===== src/rtl/keypad_pkg.sv =====
// Keypad keycodes and entry-accumulator types shared by the encoder, the
// key_entry_accumulator and the operand consumer.
package keypad_pkg;

   localparam int unsigned DIGIT_W = 4;

   localparam logic [3:0] KEY_BKSP    = 4'd10;
   localparam logic [3:0] KEY_ENTER   = 4'd11;
   localparam logic [3:0] KEY_CLEAR   = 4'd12;
   localparam logic [3:0] KEY_INVALID = 4'd15;

   typedef enum logic [1:0] {
      ENTRY   = 2'd0,
      CONVERT = 2'd1,
      HOLD    = 2'd2
   } entry_state_t;

   // Codes 0-9 are decimal digits
   function automatic logic is_digit(input logic [3:0] code);
      return code < 4'd10;
   endfunction

endpackage


===== src/rtl/entry_digit_buffer.sv =====
// BCD entry shift register with digit counter: push shifts a digit in at the
// LS nibble, pop drops the LS nibble, clear empties; clear wins over push/pop.
module entry_digit_buffer
   import keypad_pkg::*;
#(
   parameter int unsigned MAX_DIGITS = 4
) (
   input  logic                                 clk,
   input  logic                                 nrst,
   input  logic                                 push_i,
   input  logic                                 pop_i,
   input  logic                                 clr_i,
   input  logic [DIGIT_W-1:0]                   digit_i,
   output logic [DIGIT_W*MAX_DIGITS-1:0]        bcd_o,
   output logic [$clog2(MAX_DIGITS+1)-1:0]      count_o,
   output logic                                 full_o_c,
   output logic                                 empty_o_c
);

   localparam int unsigned BcdW = DIGIT_W * MAX_DIGITS;
   localparam int unsigned CntW = $clog2(MAX_DIGITS + 1);

   logic [BcdW-1:0] bcd_q, bcd_d;
   logic [CntW-1:0] cnt_q, cnt_d;

   assign full_o_c  = (cnt_q == CntW'(MAX_DIGITS));
   assign empty_o_c = (cnt_q == '0);

   always_comb begin
      bcd_d = bcd_q;
      cnt_d = cnt_q;
      if (clr_i) begin
         bcd_d = '0;
         cnt_d = '0;
      end else if (push_i && !full_o_c) begin
         bcd_d = {bcd_q[BcdW-DIGIT_W-1:0], digit_i};
         cnt_d = cnt_q + CntW'(1);
      end else if (pop_i && !empty_o_c) begin
         bcd_d = {DIGIT_W'(0), bcd_q[BcdW-1:DIGIT_W]};
         cnt_d = cnt_q - CntW'(1);
      end
   end

   always_ff @(posedge clk or negedge nrst) begin
      if (!nrst) begin
         bcd_q <= '0;
         cnt_q <= '0;
      end else begin
         bcd_q <= bcd_d;
         cnt_q <= cnt_d;
      end
   end

   assign bcd_o   = bcd_q;
   assign count_o = cnt_q;

endmodule


===== src/rtl/key_entry_accumulator.sv =====
// Collects keypad digits into a BCD buffer, converts it MS digit first to
// binary on ENTER and offers the operand on a valid/ready handshake.
// Optional idle auto-clear: define KEY_ENTRY_TIMEOUT_EN.
module key_entry_accumulator
   import keypad_pkg::*;
#(
   parameter int unsigned MAX_DIGITS     = 4,
   parameter int unsigned VALUE_W        = 14,
   parameter int unsigned TIMEOUT_CYCLES = 50000000
) (
   input  logic                                 clk,
   input  logic                                 nrst,
   input  logic [3:0]                           keycode,
   input  logic                                 keystrobe,
   input  logic                                 out_ready,
   output logic [VALUE_W-1:0]                   out_value,
   output logic                                 out_valid,
   output logic [DIGIT_W*MAX_DIGITS-1:0]        entry_bcd,
   output logic [$clog2(MAX_DIGITS+1)-1:0]      digit_count,
   output logic                                 busy
);

   localparam int unsigned CntW = $clog2(MAX_DIGITS + 1);
   localparam int unsigned IdxW = (MAX_DIGITS > 1) ? $clog2(MAX_DIGITS) : 1;

   // Elaboration-time guard on the parameter set
   if ((10 ** MAX_DIGITS) > (2 ** VALUE_W) || TIMEOUT_CYCLES < 2) begin : g_bad_cfg
      $error("key_entry_accumulator: invalid MAX_DIGITS/VALUE_W/TIMEOUT_CYCLES");
   end

   entry_state_t        state_q, state_d;
   logic [VALUE_W-1:0]  acc_q, acc_d, acc_next;
   logic [IdxW-1:0]     idx_q, idx_d;
   logic [VALUE_W-1:0]  out_value_q, out_value_d;
   logic                out_valid_q, out_valid_d;
   logic                busy_q, busy_d;
   logic                push, pop, clr;
   logic                full_c, empty_c, timeout_c;
   logic [DIGIT_W-1:0]  cur_digit;

   entry_digit_buffer #(
      .MAX_DIGITS (MAX_DIGITS)
   ) u_buf (
      .clk       (clk),
      .nrst      (nrst),
      .push_i    (push),
      .pop_i     (pop),
      .clr_i     (clr),
      .digit_i   (keycode),
      .bcd_o     (entry_bcd),
      .count_o   (digit_count),
      .full_o_c  (full_c),
      .empty_o_c (empty_c)
   );

`ifdef KEY_ENTRY_TIMEOUT_EN
   localparam int unsigned IdleW = $clog2(TIMEOUT_CYCLES);

   logic [IdleW-1:0] idle_q, idle_d;

   // Idle counter only runs while a partial entry is waiting in ENTRY
   always_comb begin
      idle_d    = '0;
      timeout_c = 1'b0;
      if (state_q == ENTRY && !empty_c && !keystrobe) begin
         if (idle_q == IdleW'(TIMEOUT_CYCLES - 1)) timeout_c = 1'b1;
         else                                       idle_d    = idle_q + IdleW'(1);
      end
   end

   always_ff @(posedge clk or negedge nrst) begin
      if (!nrst) idle_q <= '0;
      else       idle_q <= idle_d;
   end
`else
   assign timeout_c = 1'b0;
`endif

   assign cur_digit = entry_bcd[DIGIT_W*idx_q +: DIGIT_W];
   assign acc_next  = (acc_q << 3) + (acc_q << 1) + VALUE_W'(cur_digit);

   always_comb begin
      state_d     = state_q;
      acc_d       = acc_q;
      idx_d       = idx_q;
      out_value_d = out_value_q;
      out_valid_d = out_valid_q;
      push        = 1'b0;
      pop         = 1'b0;
      clr         = 1'b0;
      unique case (state_q)
         ENTRY: begin
            if (keystrobe) begin
               if (is_digit(keycode))       push = 1'b1;
               else if (keycode == KEY_BKSP)  pop  = 1'b1;
               else if (keycode == KEY_CLEAR) clr  = 1'b1;
               else if (keycode == KEY_ENTER && !empty_c) begin
                  state_d = CONVERT;
                  acc_d   = '0;
                  idx_d   = IdxW'(digit_count - CntW'(1));
               end
            end else if (timeout_c) begin
               clr = 1'b1;
            end
         end
         CONVERT: begin
            acc_d = acc_next;
            if (idx_q == '0) begin
               out_value_d = acc_next;
               out_valid_d = 1'b1;
               state_d     = HOLD;
            end else begin
               idx_d = idx_q - IdxW'(1);
            end
         end
         HOLD: begin
            if (out_valid_q && out_ready) begin
               out_valid_d = 1'b0;
               clr         = 1'b1;
               state_d     = ENTRY;
            end
         end
         default: state_d = ENTRY;
      endcase
      busy_d = (state_d != ENTRY);
   end

   always_ff @(posedge clk or negedge nrst) begin
      if (!nrst) begin
         state_q     <= ENTRY;
         acc_q       <= '0;
         idx_q       <= '0;
         out_value_q <= '0;
         out_valid_q <= 1'b0;
         busy_q      <= 1'b0;
      end else begin
         state_q     <= state_d;
         acc_q       <= acc_d;
         idx_q       <= idx_d;
         out_value_q <= out_value_d;
         out_valid_q <= out_valid_d;
         busy_q      <= busy_d;
      end
   end

   assign out_value = out_value_q;
   assign out_valid = out_valid_q;
   assign busy      = busy_q;

endmodule


===== config.mk =====
export PLATFORM = sky130hd
export DESIGN_NAME = key_entry_accumulator
export DESIGN_NICKNAME = d
export VERILOG_FILES = /design/src/rtl/keypad_pkg.sv /design/src/rtl/entry_digit_buffer.sv /design/src/rtl/key_entry_accumulator.sv
export SDC_FILE = /design/constraint.sdc
export NUM_CORES = 1
export LEC_CHECK = 0
export ABC_AREA = 1
export BUFFER_PORTS_ARGS = -buffer_cell sky130_fd_sc_hd__buf_2
export CAP_MARGIN = 10
export CORE_ASPECT_RATIO = 1.2
export CORE_MARGIN = 5
export CORE_UTILIZATION = 45
export CTS_CLUSTER_DIAMETER = 100
export DETAILED_ROUTE_END_ITERATION = 7
export SYNTH_ARGS = -nofsm -noshare
export SYNTH_HDL_FRONTEND = slang
export SYNTH_SLANG_ARGS = --single-unit

===== constraint.sdc =====
create_clock -name clk -period 2.75 [get_ports clk]
set_input_delay 0.4125 -clock clk [delete_from_list [all_inputs] [get_ports clk]]
set_output_delay 0.4125 -clock clk [all_outputs]
set_load 0.02 [all_outputs]

### Yosys cells after proc, flatten, opt, wreduce, memory -nomap -nowiden

Index checks and enable logic that the tools add are counted.

* flip-flop bits (word level): 52
* input bits: 8
* output and inout port bits: 35
* word-level logic and storage cells: 89

* add/subtract/negate cells: 5
* magnitude comparators: 1
* equality and inequality tests: 14
* shift-type cells: 1
* multiplexer cells: 43
* reductions and logical operators: 17

Operator list (number)
* 2-to-1 mux 13 bit: 5
* 2-to-1 mux 16 bit: 3
* 2-to-1 mux 2 bit: 13
* case mux 13 bit (2 select lines): 1
* inequality test 2 bit (second input constant): 8
* variable part select 16 x 5 -> 4 bit: 1
* adder 14 bit: 1
* adder 14 x 4 -> 14 bit: 1
* 2-to-1 mux 1 bit: 14
* equality test 4 bit (second input constant): 3
* 2-to-1 mux 3 bit: 3
* AND reduction 7 bit: 1
* case mux 2 bit (3 select lines): 1
* AND reduction 6 bit: 1
* nonzero test 2 bit: 3
* logical AND 1 bit: 4
* logical NOT 2 bit: 2
* less-than comparator 4 bit (second input constant): 1
* case mux 1 bit (2 select lines): 2
* case mux 2 bit (2 select lines): 1
* adder 3 x 1 -> 3 bit (second input constant): 1
* equality test 3 bit (second input constant): 1
* logical NOT 3 bit: 1
* AND reduction 3 bit: 1
* other kinds (7): 8

### Longest topological paths before layout

Gate-level depths: netlist of the first run.

* depth in word-level cells: 10
* mapped depth: 16
* gate-level depth less buffers: 16

### By module

From an unflattened synthesis of the first run, not the netlist that was laid out.

* cell total of the unflattened synthesis: 444
* area, all modules: 3296.9 um^2

By module, submodules not included
* key_entry_accumulator: times used 1, cells an instance 318, area each 2306.0 um^2, seq. area each 825.8 um^2
* entry_digit_buffer: times used 1, cells an instance 126, area each 991.0 um^2, seq. area each 475.5 um^2

### Least setup slack after synthesis of the first run

Ideal clock, no wire load.

* kind: reg2reg
* from: register idx_q[0]
* to: register acc_q[10]
* library setup time: 0.118 ns
* arrival time: 2.358 ns
* required time: 2.632 ns
* slack: 0.274 ns
* cell stages (with the launch flop): 15
* buffers on the path: 1
* period minus slack after synthesis: 2.476 ns
* cell sequence: dfrtp_1 clkbuf_1 o21ai_0 a21oi_1 a21oi_1 fa_1 fa_1 inv_1 nand3_1 nand3_1 nand2_1 nand2_1 nand2_1 nand3_1 nand2_1

* word-level cells in the longest chain between the ends: 3

RTL lines
* start: declaration: line key_entry_accumulator.sv:33 `logic [IdxW-1:0] idx_q, idx_d;`
* start signal: assignment: line key_entry_accumulator.sv:139 `idx_q <= idx_d;`
* variable part select 16 x 5 -> 4 bit: line key_entry_accumulator.sv:79 `assign cur_digit = entry_bcd[DIGIT_W*idx_q +: DIGIT_W];`
* adder 14 x 4 -> 14 bit: line key_entry_accumulator.sv:80 `assign acc_next = (acc_q << 3) + (acc_q << 1) + VALUE_W'(cur_digit);`
* case mux 13 bit (2 select lines): line key_entry_accumulator.sv:91 `unique case (state_q)`
* end signal: assignment: line key_entry_accumulator.sv:131 `acc_q <= '0;`
* end signal: assignment: line key_entry_accumulator.sv:138 `acc_q <= acc_d;`
* end: declaration: line key_entry_accumulator.sv:32 `logic [VALUE_W-1:0] acc_q, acc_d, acc_next;`

No other way between the ends.
A chain may end at the register's enable or synchronous reset.

### Final worst setup path of the first run

* from: register idx_q[0]
* to: register out_value_q[8] (netlist: out_value[8])

* word-level cells in the longest chain between the ends: 2
* elaborated cells between the ends (all ways): 4
* those cells by class: 1 x add/sub; 1 x shift; 2 x reduce/logical

RTL lines
* variable part select 16 x 5 -> 4 bit or logical NOT 2 bit (tied branches): line key_entry_accumulator.sv:79, key_entry_accumulator.sv:108
* adder 14 x 4 -> 14 bit or AND reduction 2 bit (tied branches)
* end signal: assignment: line key_entry_accumulator.sv:140 `out_value_q <= out_value_d;`
* end: declaration: line key_entry_accumulator.sv:34 `logic [VALUE_W-1:0] out_value_q, out_value_d;`

Parallel ways exist; a longest one is shown, timed or not.

==> results of run 1 <==
worst max path at each step:
stage	from	to	slack, ns	cells past startpoint
finish	idx_q[0]	out_value[8]	0.19	16
global route	idx_q[0]	out_value[10]	0.05	16
global placement	idx_q[0]	out_value[8]	0.17	16
CTS	idx_q[0]	out_value[8]	0.01	16
detailed placement	idx_q[0]	out_value[8]	0.03	16
floorplan	idx_q[0]	acc_q[10]	0.27	14
cell type report:
| cell class | count | area (sq um) | share of cell area |
|---|---|---|---|
| repair buffers | 52 | 285 | 0.0767 |
| clock inverters | 2 | 35.0 | 0.00942 |
| inverters | 57 | 214 | 0.0576 |
| clock buffers | 6 | 72.6 | 0.0195 |
| multi-input cells | 318 | 1700 | 0.456 |
| flip-flops and latches | 52 | 1300 | 0.350 |
| well taps | 90 | 113 | 0.0303 |
stage by stage:
step                hold slack [ns]   util  std cells  cell area, sq um  setup slack, ns
floorplan                     0.117      -        438              3260            0.274
global placement              0.457  0.501        566              3580            0.171
detailed placement            0.464  0.501        566              3580           0.0254
CTS                           0.230  0.516        574              3690           0.0148
global route                  0.269  0.520        577              3720           0.0464
finish                        0.201  0.520        577              3720            0.192
power groups by stage:
stage	logic, mW	clock network [mW]	registers (mW)
detailed placement	2.39	0	1.36
CTS	2.40	0.541	1.35
floorplan	1.49	0	1.56
finish	2.40	0.526	1.35
global placement	2.38	0	1.36
global route	2.74	0.568	1.40
state kept, by name, summed over array words and instances (netlist names):
signal         flops
u_buf.bcd_o       16
out_value         14
acc_q             13
u_buf.count_o      3
idx_q              2
state_q            2
busy               1
out_valid          1
what timing repair did:
item / in CTS / in global routing
setup buffers: 0 / 3
endpoints found under the hold margin: 0 / 0
gates resized for setup: 0 / 4
endpoints found under the setup margin: 0 / 8
cell families (layout without fill, tap and decap cells):
group                    Yosys count  count (layout)  share of synthesized area
buffers and inverters             68             117                     0.0818
adder cells (fa/ha/maj)           28              28                      0.112
XOR/XNOR                           7               7                     0.0188
AO/OA/AOI/OAI                     68              68                      0.109
AND/OR/NAND/NOR                  215             215                      0.279
flip-flops                        52              52                      0.399
synthesized netlist by cell type, drive strengths merged:
cell type,number,area [sq um]
nand3,39,200
a21oi,19,98.9
nor2,17,71.3
nand4,3,18.8
fa,2,40.0
clkbuf,6,22.5
ha,26,325
xor2,4,35.0
a31oi,2,12.5
xnor2,3,26.3
or2,3,18.8
nor3,3,26.3
o22ai,1,6.26
o31ai,1,12.5
nand2,148,558
dfrtp,52,1300
nand3b,2,15.0
buf,5,30.0
clkinv,1,3.75
o21ai,45,225
inv,56,210
metal layers:
layer / GRT usage / vias to the layer above / share of wire
met3: 0.0222 / 10 / 0.022
met5: 0 / - / 0
li1: - / 1503 / -
met4: 0.0626 / 0 / 0.021
met1: 0.240 / 1347 / 0.44
met2: 0.327 / 47 / 0.51
==> reports/metrics.yaml, run 1 <==
timing:
  tns_ns: 0
  min_period_over_period: 0.930
  hold_violations: 0
  rsz0062_at_grt: "no"
  drv_slew: 0
  clock_skew_ns: 0.00966
  finalSetupViolCount: 0
  worstMarginPinSlew_ns: 0.843
  slew_headroom: 0.438
  period_minus_slack_ns: 2.56
  fmax_ghz: 0.391
global_routing:
  grt_usage: 0.187
  grt-ovfl-total: 0
  grt_antenna_before_repair: 0
  grt_pass1_vias: 2875
  grt_first_pass_wirelength_um: 13300
  grt_max_degree: 39
floorplan:
  die_h_um: 103
  start_util: 0.456
  die_area_sq_um: 9050
  rows: 34
  die_w_um: 87.7
  ios: 43
  core_sq_um: 7150
final_layout:
  fin_nets: 522
  antennaDiodeCount: 0
  area_growth_pct: 14.1
  nFillCells: 706
  final_common_cell: "nand2_1"
  final_cell_mix: "147 x nand2_1, 54 x inv_1, 51 x dfrtp_1"
  layout-drive-gt1-share: 0.150
clock_network:
  clk_latency_ns: 0.31
  cts.sinks: 52
  path_clk_slew_ns: 0.10
  cts_tree: "done"
  cts_buffers: 5
  root_buffer: "clkbuf_8"
  cts_max_level: 2
  hold_buffers: 0
  clock_path_buffers: 2
worst_setup_path:
  r2r_slack_ns: 0.19
  crit_buf_inv: 3
  required_ns: 2.95
  r2r_cells: 16
  cp_slowest_cell: "dfrtp_2"
  cpMostUsedCell: "nand2_1"
  r2r_start: "idx_q[0]"
  path_cells: "inv_2, o21ai_0, a21oi_1, a21oi_1, ha_1, ha_1, inv_1, fa_1, inv_1, nand3_1, nand3_2, nand2_1, nand2_1, or2_2, nand3_1, nand2_1"
  path_delay_family: "adder cells"
  r2r-end: "out_value[8]"
  end_kind: "register"
  arrival_ns: 2.76
  crit_path_max_incr_delay_ns: 0.45
  worstPathMaxFanout: 7
  cp-start-kind: "register"
  crit_type: "register to register"
yosys:
  syn_avg_cell_area_sq_um: 7.44
  ys_ff_latch: 52
  synth-seq-area-share: 0.399
  syn-cell-area_sq_um: 3260
  syn_nets: 474
  netlist_instances: 438
  yosysWarnings: 0
  ys_types: 29
power:
  cell_internal_pwr_mw: 2.23
  p_leak_nw: 2.09
  clock_power_share: 0.123
  p_comb_frac: 0.561
  power.density_nw_per_um2: 1150
  p_total_mw: 4.27
  seq_power_share: 0.316
  ir_drop_v: 0.000577
  power_switching_share: 0.479
  power.switching_mw: 2.04
place:
  port_buffers: 42
  dpl.hpwl_um: 6040
  gp_congestion: 0.852
routing:
  vias: 2907
  drt_iter0_markers: 139
  drt-total-wl_um: 7770
  routedWlPerCell_um: 13.5
  viasPerCell: 5.04
  ant_nets: 0
  drc: 0
  firstDrtPassIters: 4
worst_hold_path:
  hold_path_class: "input pin to async pin"
flow_run:
  maxCapViolations: 0
run_status:
  status: "finished clean"
Note: power is estimated with default switching activity, not from simulation.
==> run 2, diff against run 1 <==
--- a/config.mk
+++ b/config.mk
@@ -13,6 +13,7 @@
 export CORE_UTILIZATION = 45
 export CTS_CLUSTER_DIAMETER = 100
 export DETAILED_ROUTE_END_ITERATION = 7
+export PLACE_DENSITY = 0.67
 export SYNTH_ARGS = -nofsm -noshare
 export SYNTH_HDL_FRONTEND = slang
 export SYNTH_SLANG_ARGS = --single-unit
==> reports/metrics.yaml, run 2 (same netlist as run 1, synthesis figures left out) <==
power:
  clock_power_share: 0.111  # was 0.123
  cell_internal_pwr_mw: 2.20  # was 2.23 mW
  seq_power_share: 0.312  # was 0.316
  power.switching_mw: 2.12  # was 2.04 mW
  ir_drop_v: 0.000500  # was 0.000577 V
  power_switching_share: 0.490  # was 0.479
  p_leak_nw: 2.08  # was 2.09 nW
  power.density_nw_per_um2: 1150  # about the same
  p_comb_frac: 0.577  # was 0.561
timing:
  finalSetupViolCount: 0  # unchanged
  slew_headroom: 0.570  # was 0.438
  whs_ns: 0.0704  # was 0.201 ns
  rsz0062_at_grt: "no"  # unchanged
  worstMarginPinSlew_ns: 0.645  # was 0.843 ns
  drv_slew: 0  # unchanged
  period_minus_slack_ns: 2.56  # about the same
  min_period_over_period: 0.931  # was 0.930
  clock_skew_ns: 0.00669  # was 0.00966 ns
  fmax_ghz: 0.390  # was 0.391 GHz
  hold_violations: 0  # unchanged
clock_network:
  cts_max_level: 2  # unchanged
  clock_path_buffers: 2  # unchanged
  root_buffer: "clkbuf_8"  # unchanged
  clk_latency_ns: 0.31  # about the same
  cts_buffers: 5  # unchanged
  cts_tree: "done"  # unchanged
  hold_buffers: 0  # unchanged
  path_clk_slew_ns: 0.10  # about the same
  cts.sinks: 52  # unchanged
floorplan:
  die_w_um: 87.7  # unchanged
  rows: 34  # unchanged
  core_sq_um: 7150  # unchanged
  die_area_sq_um: 9050  # unchanged
  ios: 43  # unchanged
  start_util: 0.456  # unchanged
  die_h_um: 103  # unchanged
worst_setup_path:
  cp-start-kind: "register"  # unchanged
  required_ns: 3.00  # was 2.95 ns
  arrival_ns: 2.82  # was 2.76 ns
  end_kind: "register"  # unchanged
  worstPathMaxFanout: 7  # unchanged
  crit_type: "register to register"  # unchanged
final_layout:
  final_cell_mix: "147 x nand2_1, 54 x inv_1, 51 x dfrtp_1"  # unchanged
  nFillCells: 703  # was 706
  area_growth_pct: 15.0  # was 14.1%
  layout-drive-gt1-share: 0.158  # was 0.150
  largest_reg_flops: 16  # unchanged
  fin_nets: 523  # was 522
  final_common_cell: "nand2_1"  # unchanged
  final_core_util: 0.524  # was 0.520
  antennaDiodeCount: 0  # unchanged
global_routing:
  grt_pass1_vias: 2889  # was 2875
  grt-ovfl-total: 0  # unchanged
  grt_usage: 0.187  # about the same
  grt_max_degree: 53  # was 39
  grt_antenna_before_repair: 0  # unchanged
  grt_first_pass_wirelength_um: 13500  # was 13300 um
run_status:
  status: "finished clean"  # unchanged
flow_run:
  maxCapViolations: 0  # unchanged
routing:
  drt-total-wl_um: 8010  # was 7770 um
  drt_iter0_markers: 198  # was 139
  ant_nets: 0  # unchanged
  viasPerCell: 5.11  # was 5.04
  drc: 0  # unchanged
  firstDrtPassIters: 4  # unchanged
  routedWlPerCell_um: 13.9  # was 13.5 um
  vias: 2955  # was 2907
worst_hold_path:
  hold_path_class: "input pin to async pin"  # unchanged
place:
  gp_congestion: 0.867  # was 0.852
  port_buffers: 42  # unchanged
  dpl.hpwl_um: 5980  # was 6040 um
==> run 2: cell count changes in the layout (fill, tap and decap cells not counted), sizes merged <==
cell | previous run | this run
buf | 52 | 53
bufinv | 1 | 0
clkinvlp | 0 | 1
==> run 2: final cells by class <==
type / instances / area (sq um) / area share
Inverter: 57 / 218 / 0.0581
Tap cell: 90 / 113 / 0.0301
Multi-Input combinational cell: 318 / 1710 / 0.457
Sequential cell: 52 / 1300 / 0.348
Clock inverter: 2 / 13.8 / 0.00367
Clock buffer: 6 / 82.6 / 0.0220
Timing Repair Buffer: 53 / 305 / 0.0815
==> run 2: metal layers <==
| metal | GRT usage | up-vias | part of all wire |
|---|---|---|---|
| met4 | 0.0472 | 0 | 0.015 |
| met3 | 0.0246 | 10 | 0.038 |
| met2 | 0.347 | 66 | 0.53 |
| li1 | - | 1495 | - |
| met5 | 0 | - | 0 |
| met1 | 0.227 | 1384 | 0.42 |
==> run 2: worst paths after layout <==
path	slack (ns)	to	start	depth (start not counted)
max in group asynchronous	2.41	idx_q[0]	nrst	2
worst min-delay path	0.07	acc_q[11]	nrst	2
min in group clk	0.47	state_q[0]	keycode[0]	3
worst max-delay path	0.19	acc_q[7]	idx_q[0]	13
worst max register to register	0.19	acc_q[7]	idx_q[0]	13
worst min register to register	0.48	out_value[11]	out_value[11]	2
==> run 2: through the flow <==
step / std cells / instance area, sq um / worst slack [ns] / setup TNS [ns] / total power [mW]
floorplan: 438 / 3260 / 0.274 / 0 / 3.05
global placement: 566 / 3590 / 0.0982 / 0 / 3.70
detailed placement: 566 / 3590 / -0.0158 / -0.0260 / 3.76
CTS: 574 / 3690 / 0.0818 / 0 / 4.25
global route: 578 / 3750 / 0.000381 / 0 / 4.74
finish: 578 / 3750 / 0.189 / 0 / 4.32
==> run 2: critical path, stage by stage, from the launching register on <==
cell and delay (ns):
dfrtp_2 0.47, o21ai_0 0.17, a21oi_1 0.06, a21oi_1 0.17, fa_1 0.49, inv_1 0.09
ha_1 0.24, nand3_1 0.09, nand3_1 0.19, nand2_1 0.12, nand2_1 0.09, xor2_2 0.21
nand2_1 0.08, nand2_1 0.06
==> run 2: power by group through the flow <==
stage          registers (mW)  logic, mW  clock network [mW]
6_report                 1.35       2.49               0.480
5_1_grt                  1.39       2.83               0.523
4_1_cts                  1.35       2.41               0.493
3_5_place_dp             1.37       2.40                   0
3_3_place_gp             1.36       2.34                   0
2_1_floorplan            1.56       1.49                   0
==> run 2: what timing repair did <==
item	CTS	global route
endpoints found under the setup margin	2	12
gates cloned	0	0
setup buffers	0	4
pin swaps	0	2
gates resized for setup	1	7
==> run 3, diff against run 2 <==
==> constraint.sdc (replaced) <==
create_clock -name clk -period 2.75 [get_ports clk]
set_input_delay 0.1375 -clock clk [delete_from_list [all_inputs] [get_ports clk]]
set_output_delay 0.1375 -clock clk [all_outputs]
set_load 0.02 [all_outputs]
==> reports/metrics.yaml, run 3 (same netlist as run 1, synthesis figures left out) <==
routing:
  firstDrtPassIters: 4  # unchanged
  drt-total-wl_um: 7940  # was 8010 um
  viasPerCell: 5.16  # was 5.11
  vias: 2993  # was 2955
  ant_nets: 0  # unchanged
  drt_iter0_markers: 98  # was 198
  routedWlPerCell_um: 13.7  # was 13.9 um
  drc: 0  # unchanged
timing:
  finalSetupViolCount: 0  # unchanged
  tns_ns: 0  # unchanged
  period_minus_slack_ns: 2.59  # was 2.56 ns
  drv_slew: 0  # unchanged
  worstMarginPinSlew_ns: 0.634  # was 0.645 ns
  slew_headroom: 0.577  # was 0.570
  fmax_ghz: 0.387  # was 0.390 GHz
  hold_violations: 0  # unchanged
  rsz0062_at_grt: "yes"  # was no
  clock_skew_ns: 0.00599  # was 0.00669 ns
  min_period_over_period: 0.940  # was 0.931
final_layout:
  nFillCells: 718  # was 703
  area_growth_pct: 15.3  # was 15.0%
  largest_reg_flops: 16  # unchanged
  final_common_cell: "nand2_1"  # unchanged
  antennaDiodeCount: 0  # unchanged
  fin_nets: 525  # was 523
  final_cell_mix: "146 x nand2_1, 53 x inv_1, 51 x dfrtp_1"  # was 147 x nand2_1, 54 x inv_1, 51 x dfrtp_1
  layout-drive-gt1-share: 0.169  # was 0.158
floorplan:
  rows: 34  # unchanged
  ios: 43  # unchanged
  die_area_sq_um: 9050  # unchanged
  die_w_um: 87.7  # unchanged
  core_sq_um: 7150  # unchanged
  die_h_um: 103  # unchanged
  start_util: 0.456  # unchanged
global_routing:
  grt_max_degree: 32  # was 53
  grt_pass1_vias: 2983  # was 2889
  grt-ovfl-total: 0  # unchanged
  grt_first_pass_wirelength_um: 13500  # about the same
  grt_antenna_before_repair: 0  # unchanged
  grt_usage: 0.189  # was 0.187
place:
  gp_congestion: 0.880  # was 0.867
  dpl.hpwl_um: 5990  # was 5980 um
  port_buffers: 42  # unchanged
worst_setup_path:
  arrival_ns: 2.80  # was 2.82 ns
  required_ns: 2.96  # was 3.00 ns
  end_kind: "register"  # unchanged
  worstPathMaxFanout: 7  # unchanged
  crit_type: "register to register"  # unchanged
  cp-start-kind: "register"  # unchanged
clock_network:
  clock_path_buffers: 2  # unchanged
  path_clk_slew_ns: 0.10  # about the same
  cts.sinks: 52  # unchanged
  root_buffer: "clkbuf_8"  # unchanged
  cts_tree: "done"  # unchanged
  cts_buffers: 5  # unchanged
  cts_max_level: 2  # unchanged
  clk_latency_ns: 0.31  # about the same
run_status:
  status: "finished clean"  # unchanged
power:
  p_total_mw: 4.30  # was 4.32 mW
  cell_internal_pwr_mw: 2.18  # was 2.20 mW
  power_switching_share: 0.492  # was 0.490
  clock_power_share: 0.104  # was 0.111
  p_leak_nw: 2.09  # was 2.08 nW
  seq_power_share: 0.314  # was 0.312
  power.switching_mw: 2.11  # was 2.12 mW
  ir_drop_v: 0.000603  # was 0.000500 V
  power.density_nw_per_um2: 1140  # was 1150 nW/um^2
  p_comb_frac: 0.582  # was 0.577
flow_run:
  maxCapViolations: 0  # unchanged
worst_hold_path:
  hold_path_class: "input pin to register"  # was input pin to async pin
## run 3: through the flow
stage	utilization	hold slack [ns]	setup WS, ns	cell area, sq um	instances
2_1_floorplan	-	-0.158	0.274	3260	438
3_3_place_gp	0.501	0.182	0.0975	3580	566
3_5_place_dp	0.501	0.177	-0.0629	3580	566
4_1_cts	0.515	0.199	0.0263	3680	575
5_1_grt	0.526	0.216	-0.0180	3760	580
6_report	0.526	0.209	0.164	3760	580
## run 3: layout make-up
| class | instances | area (sq um) | area share |
|---|---|---|---|
| Clock buffer | 7 | 76.3 | 0.0203 |
| Clock inverter | 1 | 8.76 | 0.00233 |
| Inverter | 57 | 218 | 0.0579 |
| Multi-Input combinational cell | 318 | 1730 | 0.460 |
| Sequential cell | 52 | 1300 | 0.347 |
| Tap cell | 90 | 113 | 0.0300 |
| Timing Repair Buffer | 55 | 310 | 0.0826 |
## run 3: power groups by stage
| stage | sequential, mW | combinational (mW) | clock [mW] |
|---|---|---|---|
| detailed placement | 1.37 | 2.40 | 0 |
| CTS | 1.35 | 2.41 | 0.465 |
| global route | 1.40 | 2.85 | 0.490 |
| global placement | 1.36 | 2.34 | 0 |
| finish | 1.35 | 2.50 | 0.447 |
| floorplan | 1.56 | 1.49 | 0 |
## run 3: worst max-delay path, stage by stage, from the launching register on
cell and delay [ns]:
dfrtp_2 0.47, buf_4 0.16, nand2_1 0.05, o21ai_0 0.07, a21oi_1 0.19, fa_1 0.49, fa_2 0.43, inv_2 0.08
nand3_2 0.06, nand3_2 0.08, buf_4 0.11, nand2_1 0.05, nand2_1 0.08, nand2_2 0.06, nand3_1 0.07, nand2_1 0.05
## run 3: layer usage
layer  share of wire  GRT usage  up-vias  wire [um]
met2            0.52      0.360       64       4170
li1                -          -     1512          -
met1            0.42      0.213     1399       3330
met3           0.028     0.0261       18        225
met5               0          0        -          0
met4           0.028     0.0697        0        220
## run 3: worst paths after layout
path                               start       endpoint  slack (ns)  depth (start not counted)
max                             idx_q[0]      acc_q[10]        0.16                         15
max reg2reg                     idx_q[0]      acc_q[10]        0.16                         15
min in group asynchronous           nrst      acc_q[11]        0.36                          2
min                           keycode[0]     state_q[0]        0.21                          3
max in group asynchronous           nrst       idx_q[0]        1.59                          3
min reg2reg                out_value[10]  out_value[10]        0.48                          2
## run 3: repair_timing
item / CTS / global route
endpoints found under the setup margin: 4 / 13
buffers inserted: 0 / 5
hold endpoints to repair: 24 / 0
hold buffers: 1 / 0
resized for setup: 1 / 12
pin swaps: 0 / 5
